===== config.mk =====
export PLATFORM = sky130hd
export DESIGN_NAME = uart_transmitter
export DESIGN_NICKNAME = d
export VERILOG_FILES = /design/src/rtl/uart_transmitter.sv
export SDC_FILE = /design/constraint.sdc
export NUM_CORES = 1
export LEC_CHECK = 0
export BUFFER_PORTS_ARGS = -buffer_cell sky130_fd_sc_hd__buf_2
export CAP_MARGIN = 20
export CORE_AREA = 2 2 78 80
export DETAILED_ROUTE_END_ITERATION = 7
export DIE_AREA = 0 0 80 82
export PLACE_DENSITY = 0.83
export SLEW_MARGIN = 5
export SYNTH_ARGS = -nofsm -noshare
export SYNTH_HDL_FRONTEND = slang
export SYNTH_SLANG_ARGS = --single-unit

===== constraint.sdc =====
create_clock -name CLOCK_50 -period 2.12 [get_ports CLOCK_50]
set_input_delay 0 -clock CLOCK_50 [delete_from_list [all_inputs] [get_ports CLOCK_50]]
set_output_delay 0 -clock CLOCK_50 [all_outputs]
set_load 0.1 [all_outputs]

===== src/rtl/uart_transmitter.sv =====
// uart_transmitter: FIFO-buffered 8N1 UART transmitter, one byte queued per rising edge of send_flag.
// Define UART_TX_PARITY_EN to insert an even parity bit after the data bits (8E1).
module uart_transmitter #(
    parameter int CLK_FREQ   = 50000000,
    parameter int BAUD       = 115200,
    parameter int FIFO_DEPTH = 4
) (
    input  logic       CLOCK_50,
    input  logic       reset_n,
    input  logic [7:0] in,
    input  logic       send_flag,
    output logic       UART_TX,
    output logic       busy,
    output logic       fifo_full,
    output logic       tx_done,
    output logic       overflow
);

    localparam int CLKS_PER_BIT = CLK_FREQ / BAUD;
    localparam int CNT_W = (CLKS_PER_BIT > 1) ? $clog2(CLKS_PER_BIT) : 1;
    localparam int PTR_W = (FIFO_DEPTH > 1) ? $clog2(FIFO_DEPTH) : 1;
    localparam int OCC_W = $clog2(FIFO_DEPTH + 1);
    localparam logic [CNT_W-1:0] CNT_LAST = CNT_W'(CLKS_PER_BIT - 1);
    localparam logic [PTR_W-1:0] PTR_LAST = PTR_W'(FIFO_DEPTH - 1);
    localparam logic [OCC_W-1:0] OCC_FULL = OCC_W'(FIFO_DEPTH);

    typedef enum logic [2:0] {
        IDLE,
        START,
        DATA,
`ifdef UART_TX_PARITY_EN
        PARITY,
`endif
        STOP
    } state_t;

    state_t           state;
    logic [CNT_W-1:0] baud_cnt;
    logic [2:0]       bit_idx;
    logic [7:0]       shift_reg;
`ifdef UART_TX_PARITY_EN
    logic             parity_bit;
`endif

    logic [7:0]       mem [FIFO_DEPTH];
    logic [PTR_W-1:0] wr_ptr;
    logic [PTR_W-1:0] rd_ptr;
    logic [OCC_W-1:0] occupancy;
    logic             send_prev;
    logic             armed;
    logic             push;
    logic             push_ok;
    logic             pop;

    // armed stays low until send_flag is seen low, so a level held through reset is not an edge
    assign push      = send_flag & ~send_prev & armed;
    assign fifo_full = (occupancy == OCC_FULL);
    assign push_ok   = push & ~fifo_full;
    assign pop       = (state == IDLE) && (occupancy != '0);
    assign busy      = (state != IDLE) || (occupancy != '0);

    always_ff @(posedge CLOCK_50) begin
        if (push_ok)
            mem[wr_ptr] <= in;
    end

    always_ff @(posedge CLOCK_50 or negedge reset_n) begin
        if (!reset_n) begin
            wr_ptr    <= '0;
            rd_ptr    <= '0;
            occupancy <= '0;
            send_prev <= 1'b0;
            armed     <= 1'b0;
            overflow  <= 1'b0;
        end else begin
            send_prev <= send_flag;
            armed     <= armed | ~send_flag;
            if (push & fifo_full)
                overflow <= 1'b1;
            if (push_ok)
                wr_ptr <= (wr_ptr == PTR_LAST) ? '0 : wr_ptr + PTR_W'(1);
            if (pop)
                rd_ptr <= (rd_ptr == PTR_LAST) ? '0 : rd_ptr + PTR_W'(1);
            case ({push_ok, pop})
                2'b10:   occupancy <= occupancy + OCC_W'(1);
                2'b01:   occupancy <= occupancy - OCC_W'(1);
                default: occupancy <= occupancy;
            endcase
        end
    end

    // UART_TX is registered from the current state, so the line trails the state by one cycle
    always_ff @(posedge CLOCK_50 or negedge reset_n) begin
        if (!reset_n) begin
            state     <= IDLE;
            baud_cnt  <= '0;
            bit_idx   <= '0;
            shift_reg <= '0;
            UART_TX   <= 1'b1;
            tx_done   <= 1'b0;
`ifdef UART_TX_PARITY_EN
            parity_bit <= 1'b0;
`endif
        end else begin
            tx_done <= 1'b0;
            case (state)
                IDLE: begin
                    UART_TX  <= 1'b1;
                    baud_cnt <= '0;
                    if (pop) begin
                        shift_reg <= mem[rd_ptr];
`ifdef UART_TX_PARITY_EN
                        parity_bit <= ^mem[rd_ptr];
`endif
                        state <= START;
                    end
                end
                START: begin
                    UART_TX <= 1'b0;
                    if (baud_cnt == CNT_LAST) begin
                        baud_cnt <= '0;
                        bit_idx  <= '0;
                        state    <= DATA;
                    end else begin
                        baud_cnt <= baud_cnt + CNT_W'(1);
                    end
                end
                DATA: begin
                    UART_TX <= shift_reg[0];
                    if (baud_cnt == CNT_LAST) begin
                        baud_cnt  <= '0;
                        shift_reg <= {1'b0, shift_reg[7:1]};
                        if (bit_idx == 3'd7) begin
`ifdef UART_TX_PARITY_EN
                            state <= PARITY;
`else
                            state <= STOP;
`endif
                        end else begin
                            bit_idx <= bit_idx + 3'd1;
                        end
                    end else begin
                        baud_cnt <= baud_cnt + CNT_W'(1);
                    end
                end
`ifdef UART_TX_PARITY_EN
                PARITY: begin
                    UART_TX <= parity_bit;
                    if (baud_cnt == CNT_LAST) begin
                        baud_cnt <= '0;
                        state    <= STOP;
                    end else begin
                        baud_cnt <= baud_cnt + CNT_W'(1);
                    end
                end
`endif
                STOP: begin
                    UART_TX <= 1'b1;
                    if (baud_cnt == CNT_LAST) begin
                        baud_cnt <= '0;
                        tx_done  <= 1'b1;
                        state    <= IDLE;
                    end else begin
                        baud_cnt <= baud_cnt + CNT_W'(1);
                    end
                end
                default: begin
                    UART_TX  <= 1'b1;
                    baud_cnt <= '0;
                    state    <= IDLE;
                end
            endcase
        end
    end

endmodule


[After elaboration in Yosys (flattened, before gate mapping)]
Memory sizes are Yosys's and may differ from the RTL's.
Index checks and enable logic that the tools add are counted.
Cells by class
  mux-type cells: 22
  reduce and logical (&&, ||, !) cells: 12
  add/sub/neg operators: 6
  equal/unequal tests: 16
  bitwise logic cells: 8
Operators with widths (number)
  2-to-1 mux 3 bit: 7
  2-to-1 mux 9 bit: 2
  2-to-1 mux 8 bit: 2
  case mux 8 bit (2 select lines): 1
  != test 2 bit (second input constant): 6
  case mux 3 bit (2 select lines): 2
  case mux 3 bit (4 select lines): 1
  adder 9 x 1 -> 9 bit (second input constant): 1
  equality test 9 bit (second input constant): 1
  adder 3 x 1 -> 3 bit (second input constant): 2
  equality test 2 bit (second input constant): 3
  equality test 3 x 2 -> 1 bit (second input constant): 2
  equality test 3 bit (second input constant): 2
  nonzero test 2 bit: 3
  nonzero test 3 bit: 2
  AND reduction 5 bit: 1
  adder 2 x 1 -> 2 bit (second input constant): 2
  AND 1 bit: 4
  2-to-1 mux 1 bit: 4
  2-to-1 mux 2 bit: 2
  AND reduction 4 bit: 1
  equality test 3 x 1 -> 1 bit (second input constant): 1
  logical NOT 3 bit: 1
  NOT 1 bit: 3
  8 further kinds: 8
Word-level totals
  output and inout port bits: 5
  register bits after elaboration: 35
  word-level logic and storage cells: 77
  memories: 1
  memory bits (writable): 32
Memories
  mem: words 4, width 8, read ports 1, clocked after memory_dff 0, write ports 1, line 45  | logic [7:0] mem [FIFO_DEPTH];

[Depth between registers and ports, before layout]
Gate-level depths: netlist of the first run.
  depth after elaboration: 6
  gate-level depth with buffers: 9
  gate-level depth less buffers: 9

[Worst setup path after synthesis of the first run]
OpenSTA, ideal clock, no wires.
  kind: reg-to-reg
  start point: register state[0]
  end point: register occupancy[2]
  path slack: 36 ps
  arrival time: 2004 ps
  required time: 2041 ps
  cell stages (with the launch flop): 10
  setup time: 79 ps
  buffers on the path: 0
  cells stage by stage: dfrtp_1 -> inv_1 -> ha_1 -> nor2b_1 -> ha_1 -> inv_1 -> fa_1 -> xor2_1 -> nor2_1 -> xor2_1
Between the ends
  word-level cells in the longest chain between the ends: 4
  elaborated cells between the ends (all ways): 6
  classes of those cells: eq/ne: 2; mux: 1; reduce/logical: 3
Ends and longest elaborated chain
  start, declared: line 37  | state_t state;
  start signal, assigned: line 95  | state <= IDLE;
  start signal, assigned: line 115  | state <= START;
  start signal, assigned: line 123  | state <= DATA;
  logical NOT 3 bit (*): line 59  | assign pop = (state == IDLE) && (occupancy != '0);
  logical AND 1 bit (*): line 59
  net pop: line 53  | logic pop;
  equality test 2 x 1 -> 1 bit or equality test 2 bit (tied branches): line 84  | case ({push_ok, pop})
  case mux 3 bit (2 select lines) or nonzero test 2 bit (tied branches)
  end signal, assigned: line 85  | 2'b10: occupancy <= occupancy + OCC_W'(1);
  end signal, assigned: line 86  | 2'b01: occupancy <= occupancy - OCC_W'(1);
  end signal, assigned: line 87  | default: occupancy <= occupancy;
  end, declared: line 48  | logic [OCC_W-1:0] occupancy;
Mark *: on every way through the listed nets, which the timed path passes. The rest lies on a longest branch.
A chain may end at the register's enable or synchronous reset.

[Worst setup path in the final report of the first run]
  start point: register state[1]
  end point: register occupancy[2]
The elaborated chain is that of the path after synthesis.

==> results of run 1 <==
[layout by cell type (no fill, tap or decap), types with 2 or more instances in the layout]
cell type / instances
xor2_1: 5
bufinv_16: 2
o21ai_0: 7
edfxtp_1: 32
or2_2: 2
mux2_2: 25
ha_1: 14
a22o_1: 3
inv_6: 2
dlygate4sd3_1: 10
xnor2_1: 5
a21oi_1: 8
nand3_1: 2
o21bai_1: 2
buf_2: 15
nand2b_1: 6
nor2_1: 18
clkinv_4: 2
nand2_1: 11
and3_1: 2
and2_1: 5
buf_4: 8
clkbuf_8: 9
o22ai_1: 7
inv_1: 18
dfrtp_1: 33
nor3_1: 2
[worst reg2reg max path, cell delays in order (launching register included)]
cell	delay (ns)
dfrtp_1	0.41
inv_1	0.09
ha_1	0.17
nor2b_2	0.18
ha_2	0.20
inv_1	0.05
fa_1	0.37
xor2_1	0.17
nor2_1	0.11
xor2_1	0.17
[layer usage]
layer  GRT usage  up-vias  part of all wire
met5           0        -                 0
met4     0.08983        0             0.026
met3     0.05385       12             0.032
met2      0.2800       29              0.49
met1      0.2137      875              0.45
li1            -      883                 -
[what timing repair did]
action	in CTS	in global routing
endpoints found under the hold margin	68	0
endpoints found under the setup margin	0	6
buffers inserted	0	2
gates resized for setup	0	3
hold buffers	10	0
[final cells by class]
type / count / area share
clock buffers: 9 / 0.03496
inverters: 18 / 0.01907
clock inverters: 7 / 0.02825
repair buffers: 33 / 0.06638
multi-input cells: 139 / 0.3132
well taps: 75 / 0.02648
flip-flops and latches: 66 / 0.5117
[synthesized netlist by cell type (all sizes together)]
cell	count
a21oi	8
mux2i	1
xor2	5
dfstp	1
or3	1
clkbuf	4
and3	2
nand2	11
nor2	18
fa	1
buf	2
nor2b	2
inv	18
mux2	25
o22ai	7
and4b	1
nor3b	1
o21ai	7
edfxtp	32
mux4	1
a221oi	2
nand3	2
nand3b	1
nand2b	6
nand4b	1
and2	5
nand4	2
ha	15
nor3	2
o21bai	2
or2	2
dfrtp	33
a22o	3
xnor2	5
[logic make-up (layout without fill, tap and decap cells)]
kind of cell,count (synthesis),after routing,synth area share
AOI/OAI and AO/OA,29,29,0.06500
xor gates and xnor gates,10,10,0.02917
adders and majority gates,16,16,0.06917
buffers and inverters,24,67,0.03041
DFF,66,66,0.6038
muxes,27,27,0.1046
and+or+nand+nor,57,57,0.09792
[stage by stage]
stage | hold slack, ns | instance area, um^2 | cells | setup slack, ns
global route | 0.3286 | 3543 | 347 | -0.02256
CTS | 0.2810 | 3517 | 345 | 0.05218
finish | 0.2573 | 3543 | 347 | 0.1068
detailed placement | 0.1086 | 3193 | 319 | 0.07473
global placement | 0.1144 | 3193 | 319 | 0.1378
floorplan | -0.2956 | 3003 | 229 | 0.03648
[worst paths after layout]
check | cells past startpoint | startpoint | slack [ns] | to
max | 9 | state[1] | 0.11 | occupancy[2]
min | 2 | reset_n | 0.26 | shift_reg[2]
max reg2reg | 9 | state[1] | 0.11 | occupancy[2]
min reg2reg | 1 | armed | 0.47 | armed
max in group asynchronous | 2 | reset_n | 1.39 | baud_cnt[8]
min in group CLOCK_50 | 2 | send_flag | 0.34 | send_prev
[power by group through the flow]
stage | clock (W) | sequential, W | combinational [W]
CTS | 0.00118 | 0.00190 | 0.00186
finish | 0.00117 | 0.00189 | 0.00191
global route | 0.00125 | 0.00193 | 0.00211
detailed placement | 0 | 0.00192 | 0.00183
floorplan | 0 | 0.00196 | 0.00136
global placement | 0 | 0.00190 | 0.00175
==> key figures, run 1 <==
Status
  • Status: completed

Clocking
  • H-tree depth: 3
  • TritonCTS clock tree: done
  • Sink Count: 66
  • CTS Buffer Depth: 2
  • Worst skew pair latency: 0.34 ns
  • Worst-path clk slew: 0.08 ns
  • CTS Root Cell: clkbuf_8
  • CTS Buf Count: 9

STA
  • Slew Limit Fails: 0
  • Final TNS setup: 0 ns
  • Final Cycle Share: 0.9496
  • Min Tclk post-route: 2.013 ns
  • Tightest Pin Transition: 0.7394 ns
  • Clock skew: 0.009369 ns
  • Setup Viol. Count Final: 0
  • Max_slew headroom: 0.5071
  • F_max: 496.7 MHz
  • Final hold vios: 0

Floorplanning
  • Die Span X: 80 um
  • Standard cell core area: 5746 um^2
  • Initial core utilization: 0.5226
  • Row count: 28
  • Top Ports: 16
  • Total die area: 6560 um^2
  • Chip Height: 82 um

Placement
  • Port buffer count: 15
  • DP HPWL: 3428 um
  • GPL Wtd Cong: 0.8096

Critical path
  • CP max stage cell: dfrtp_1
  • Crit Path Max Fanout: 4
  • CP Launch Type: flop
  • CP Capture Type: flop
  • Kind of critical path: flop to flop
  • Critical path arrival: 2.27 ns
  • WP buf/inv: 2
  • CP required: 2.38 ns
  • Max incr delay on CP: 0.41 ns
  • Crit-path cells: inv_1 -> ha_1 -> nor2b_2 -> ha_2 -> inv_1 -> fa_1 -> xor2_1 -> nor2_1 -> xor2_1
  • CP delay by family, top: adder cells

Synth
  • Synth unique cells: 37
  • Synth Net Count: 256
  • Area contributors post-synth: edfxtp_1 (32%), dfrtp_1 (28%), mux2_2 (9.4%)
  • Post-synthesis sequential area ratio: 0.6038
  • Syn avg cell area: 13.11 um^2
  • Syn Inst Count: 229
  • #FFs+latches synth: 66
  • YS warnings: 0
  • Cell accounting for the most synthesized area: edfxtp_1
  • Area share of the largest cell type after synthesis: 0.3200
  • Synthesized area: 3003 um^2

Route
  • Post-Route WL: 5079 um
  • Avg WL per Cell: 14.64 um
  • Antenna Violating Nets Remaining: 0
  • TritonRoute pass-1 iters: 4
  • # DRC: 0
  • Initial DRC Count: 85
  • Vias: 1799
  • Via density: 5.184

Run
  • Max Cap Viol: 0

Power and ir drop
  • Cell Int Power: 0.003185 W
  • Power density over the cells: 1405 nW/um^2
  • Tot Pwr: 0.004977 W
  • P_sw: 0.001792 W
  • Switching part of the total: 0.3601
  • Sequential fraction of design power: 0.380
  • Clock network power share: 0.235
  • Worst IR Drop VDD: 1.050 mV
  • Leakage: 1.486 nW
  • Part of the power in combinational logic: 0.385

Global routing
  • Vias in the first global route: 1882
  • Largest net degree at the start of global routing: 35
  • Global-route usage over all layers: 0.1745
  • First-pass GRT wire length: 8514 um
  • Initial antenna violation count: 0
  • Global route overflow: 0

Finish
  • Fillers: 450
  • Diode count: 0
  • Util after Layout: 0.6167
  • Multi-input gate area: 1110 um^2
  • Share of layout cells above drive strength 1: 0.2684
  • Max reg flops: 32
  • Net count, final: 294
  • Synthesis-to-finish area growth: 18.00%
  • Register Area: 1813 um^2

Min path
  • HP Class: input pin to asynchronous set/reset pin
Note: power is estimated with default switching activity, not from simulation.
==> run 2: changes to the inputs <==
==> config.mk (replaced) <==
export PLATFORM = sky130hd
export DESIGN_NAME = uart_transmitter
export DESIGN_NICKNAME = d
export VERILOG_FILES = /design/src/rtl/uart_transmitter.sv
export SDC_FILE = /design/constraint.sdc
export NUM_CORES = 1
export LEC_CHECK = 0
export CAP_MARGIN = 20
export CORE_AREA = 2 2 77 79
export DETAILED_ROUTE_END_ITERATION = 7
export DIE_AREA = 0 0 79 81
export DONT_BUFFER_PORTS = 1
export PLACE_DENSITY = 0.82
export SLEW_MARGIN = 5
export SYNTH_ARGS = -nofsm -noshare
export SYNTH_HDL_FRONTEND = slang
export SYNTH_SLANG_ARGS = --single-unit
==> key figures, run 2 (synthesis results as in run 1) <==
Critical path
  • CP Launch Type: flop
  • CP Capture Type: flop
  • Critical path arrival: 2.24 ns (-0.03 ns)
  • CP required: 2.35 ns (-0.03 ns)
  • Kind of critical path: flop to flop
  • Crit Path Max Fanout: 4 (unchanged)

Clocking
  • CTS Buf Count: 9 (unchanged)
  • Worst-path clk slew: 0.07 ns (about the same)
  • CTS Buffer Depth: 2 (unchanged)
  • H-tree depth: 3 (unchanged)
  • CTS Root Cell: clkbuf_8
  • Worst skew pair latency: 0.34 ns (about the same)
  • TritonCTS clock tree: done
  • Sink Count: 66 (unchanged)

STA
  • Slew Limit Fails: 0 (unchanged)
  • Final hold vios: 0 (unchanged)
  • Tightest Pin Transition: 0.8582 ns (+0.1188 ns)
  • Setup Viol. Count Final: 0 (unchanged)
  • Min Tclk post-route: 2.017 ns (+0.003528 ns)
  • Clock skew: 0.004283 ns (-0.005086 ns)
  • Final TNS setup: 0 ns (unchanged)
  • F_max: 495.9 MHz (-0.17%)
  • Max_slew headroom: 0.4283 (-0.07880)
  • Final Cycle Share: 0.9513 (+0.001664)

Placement
  • Dpl cells: 307 (-3.8%)
  • GPL Wtd Cong: 0.8224 (+1.6%)
  • Port buffer count: 0 (-15)
  • DP HPWL: 3211 um (-6.3%)

Global routing
  • Met2 Use GR: 0.2754 (-0.004576)
  • Grt met3 use: 0.04000 (-0.01385)
  • Vias in the first global route: 1732 (-8.0%)
  • Initial antenna violation count: 0 (unchanged)
  • Global route overflow: 0 (unchanged)
  • Global-route usage over all layers: 0.1728 (-0.001645)
  • First-pass GRT wire length: 8224 um (-3.4%)
  • Routing usage on met1: 0.2236 (+0.009963)
  • Largest net degree at the start of global routing: 35 (unchanged)
  • Global route hottest layer: met2

Power and ir drop
  • Worst IR Drop VDD: 0.7378 mV (-30%)
  • Leakage: 1.430 nW (-3.8%)
  • Power density over the cells: 1383 nW/um^2 (-1.6%)

Route
  • Via density: 5.303 (+2.3%)
  • Avg WL per Cell: 14.90 um (+1.8%)
  • Vias: 1787 (-0.67%)
  • # DRC: 0 (unchanged)
  • Post-Route WL: 5020 um (-1.2%)
  • Initial DRC Count: 50 (-41%)
  • Antenna Violating Nets Remaining: 0 (unchanged)
  • TritonRoute pass-1 iters: 4 (unchanged)

Status
  • Status: completed

Floorplanning
  • Total die area: 6399 um^2 (-2.5%)
  • Standard cell core area: 5675 um^2 (-1.2%)
  • Chip Height: 81 um (-1.2%)
  • Initial core utilization: 0.5291 (+0.006452)
  • Die Span X: 79 um (-1.3%)
  • Top Ports: 16 (unchanged)
  • Row count: 28 (unchanged)

Finish
  • Max reg flops: 32 (unchanged)
  • Fillers: 443 (-1.6%)
  • Synthesis-to-finish area growth: 16.21%
  • Most common cell after layout, fill and taps aside: dfrtp_1
  • Post-route insts no fill: 337 (-2.9%)
  • Share of layout cells above drive strength 1: 0.2366 (-0.03174)
  • Net count, final: 284 (-3.4%)
  • Commonest non-fill, non-tap cells in the layout: dfrtp_1 (33), edfxtp_1 (32), mux2_2 (25)
  • Diode count: 0 (unchanged)

Min path
  • HP Class: input pin to asynchronous set/reset pin

Run
  • Max Cap Viol: 0 (unchanged)
run 2: where the power goes:
group	internal (W)	total [W]	switching, W
combinational	0.000879	0.00184	0.000960
clock	0.000538	0.00102	0.000482
sequential	0.00165	0.00197	0.000313
run 2: path summary, 6_finish.rpt:
kind,startpoint,end,slack [ns],cells past startpoint
worst max-delay path,state[0],state[1],0.10,5
worst min-delay path,reset_n,bit_idx[2],0.12,2
worst max register to register,state[0],state[1],0.10,5
worst min register to register,armed,armed,0.47,1
max in group asynchronous,reset_n,UART_TX,1.76,2
min in group CLOCK_50,send_flag,send_prev,0.28,1
run 2: per-layer routing:
metal | vias to the layer above | part of all wire
met5 | - | 0
met4 | 0 | 0.014
met3 | 7 | 0.022
met2 | 21 | 0.51
met1 | 893 | 0.45
li1 | 866 | -
run 2: metrics by stage:
step	total power [W]	utilization	setup WS, ns	area, um^2	hold WS [ns]
finish	0.004825	0.6149	0.1033	3490	0.1197
detailed placement	0.003712	0.5534	0.08909	3141	-0.2936
global placement	0.003642	0.5534	0.1937	3141	-0.2933
global route	0.005147	0.6149	-0.01304	3490	0.1264
CTS	0.004783	0.6087	0.07551	3455	0.1286
floorplan	0.003314	-	0.03648	3003	-0.2956
run 2: critical path: stages, from the launching register on:
cell	delay [ns]
dfrtp_1	0.41
buf_4	0.15
ha_1	0.21
or3_1	0.37
a221oi_1	0.39
mux2_2	0.38
run 2: final cells by class:
cell class | count | area (um^2) | area share
Sequential cell | 66 | 1813 | 0.5195
Timing Repair Buffer | 23 | 210.2 | 0.06024
Clock buffer | 9 | 123.9 | 0.03550
Multi-Input combinational cell | 139 | 1111 | 0.3184
Clock inverter | 7 | 70.07 | 0.02008
Tap cell | 75 | 93.84 | 0.02689
Inverter | 18 | 67.56 | 0.01936
run 2: timing repair:
item,in CTS,in global routing
hold buffers,11,0
buffers inserted,0,3
endpoints found under the setup margin,0,1
hold endpoints to repair,69,0
resized for setup,0,4
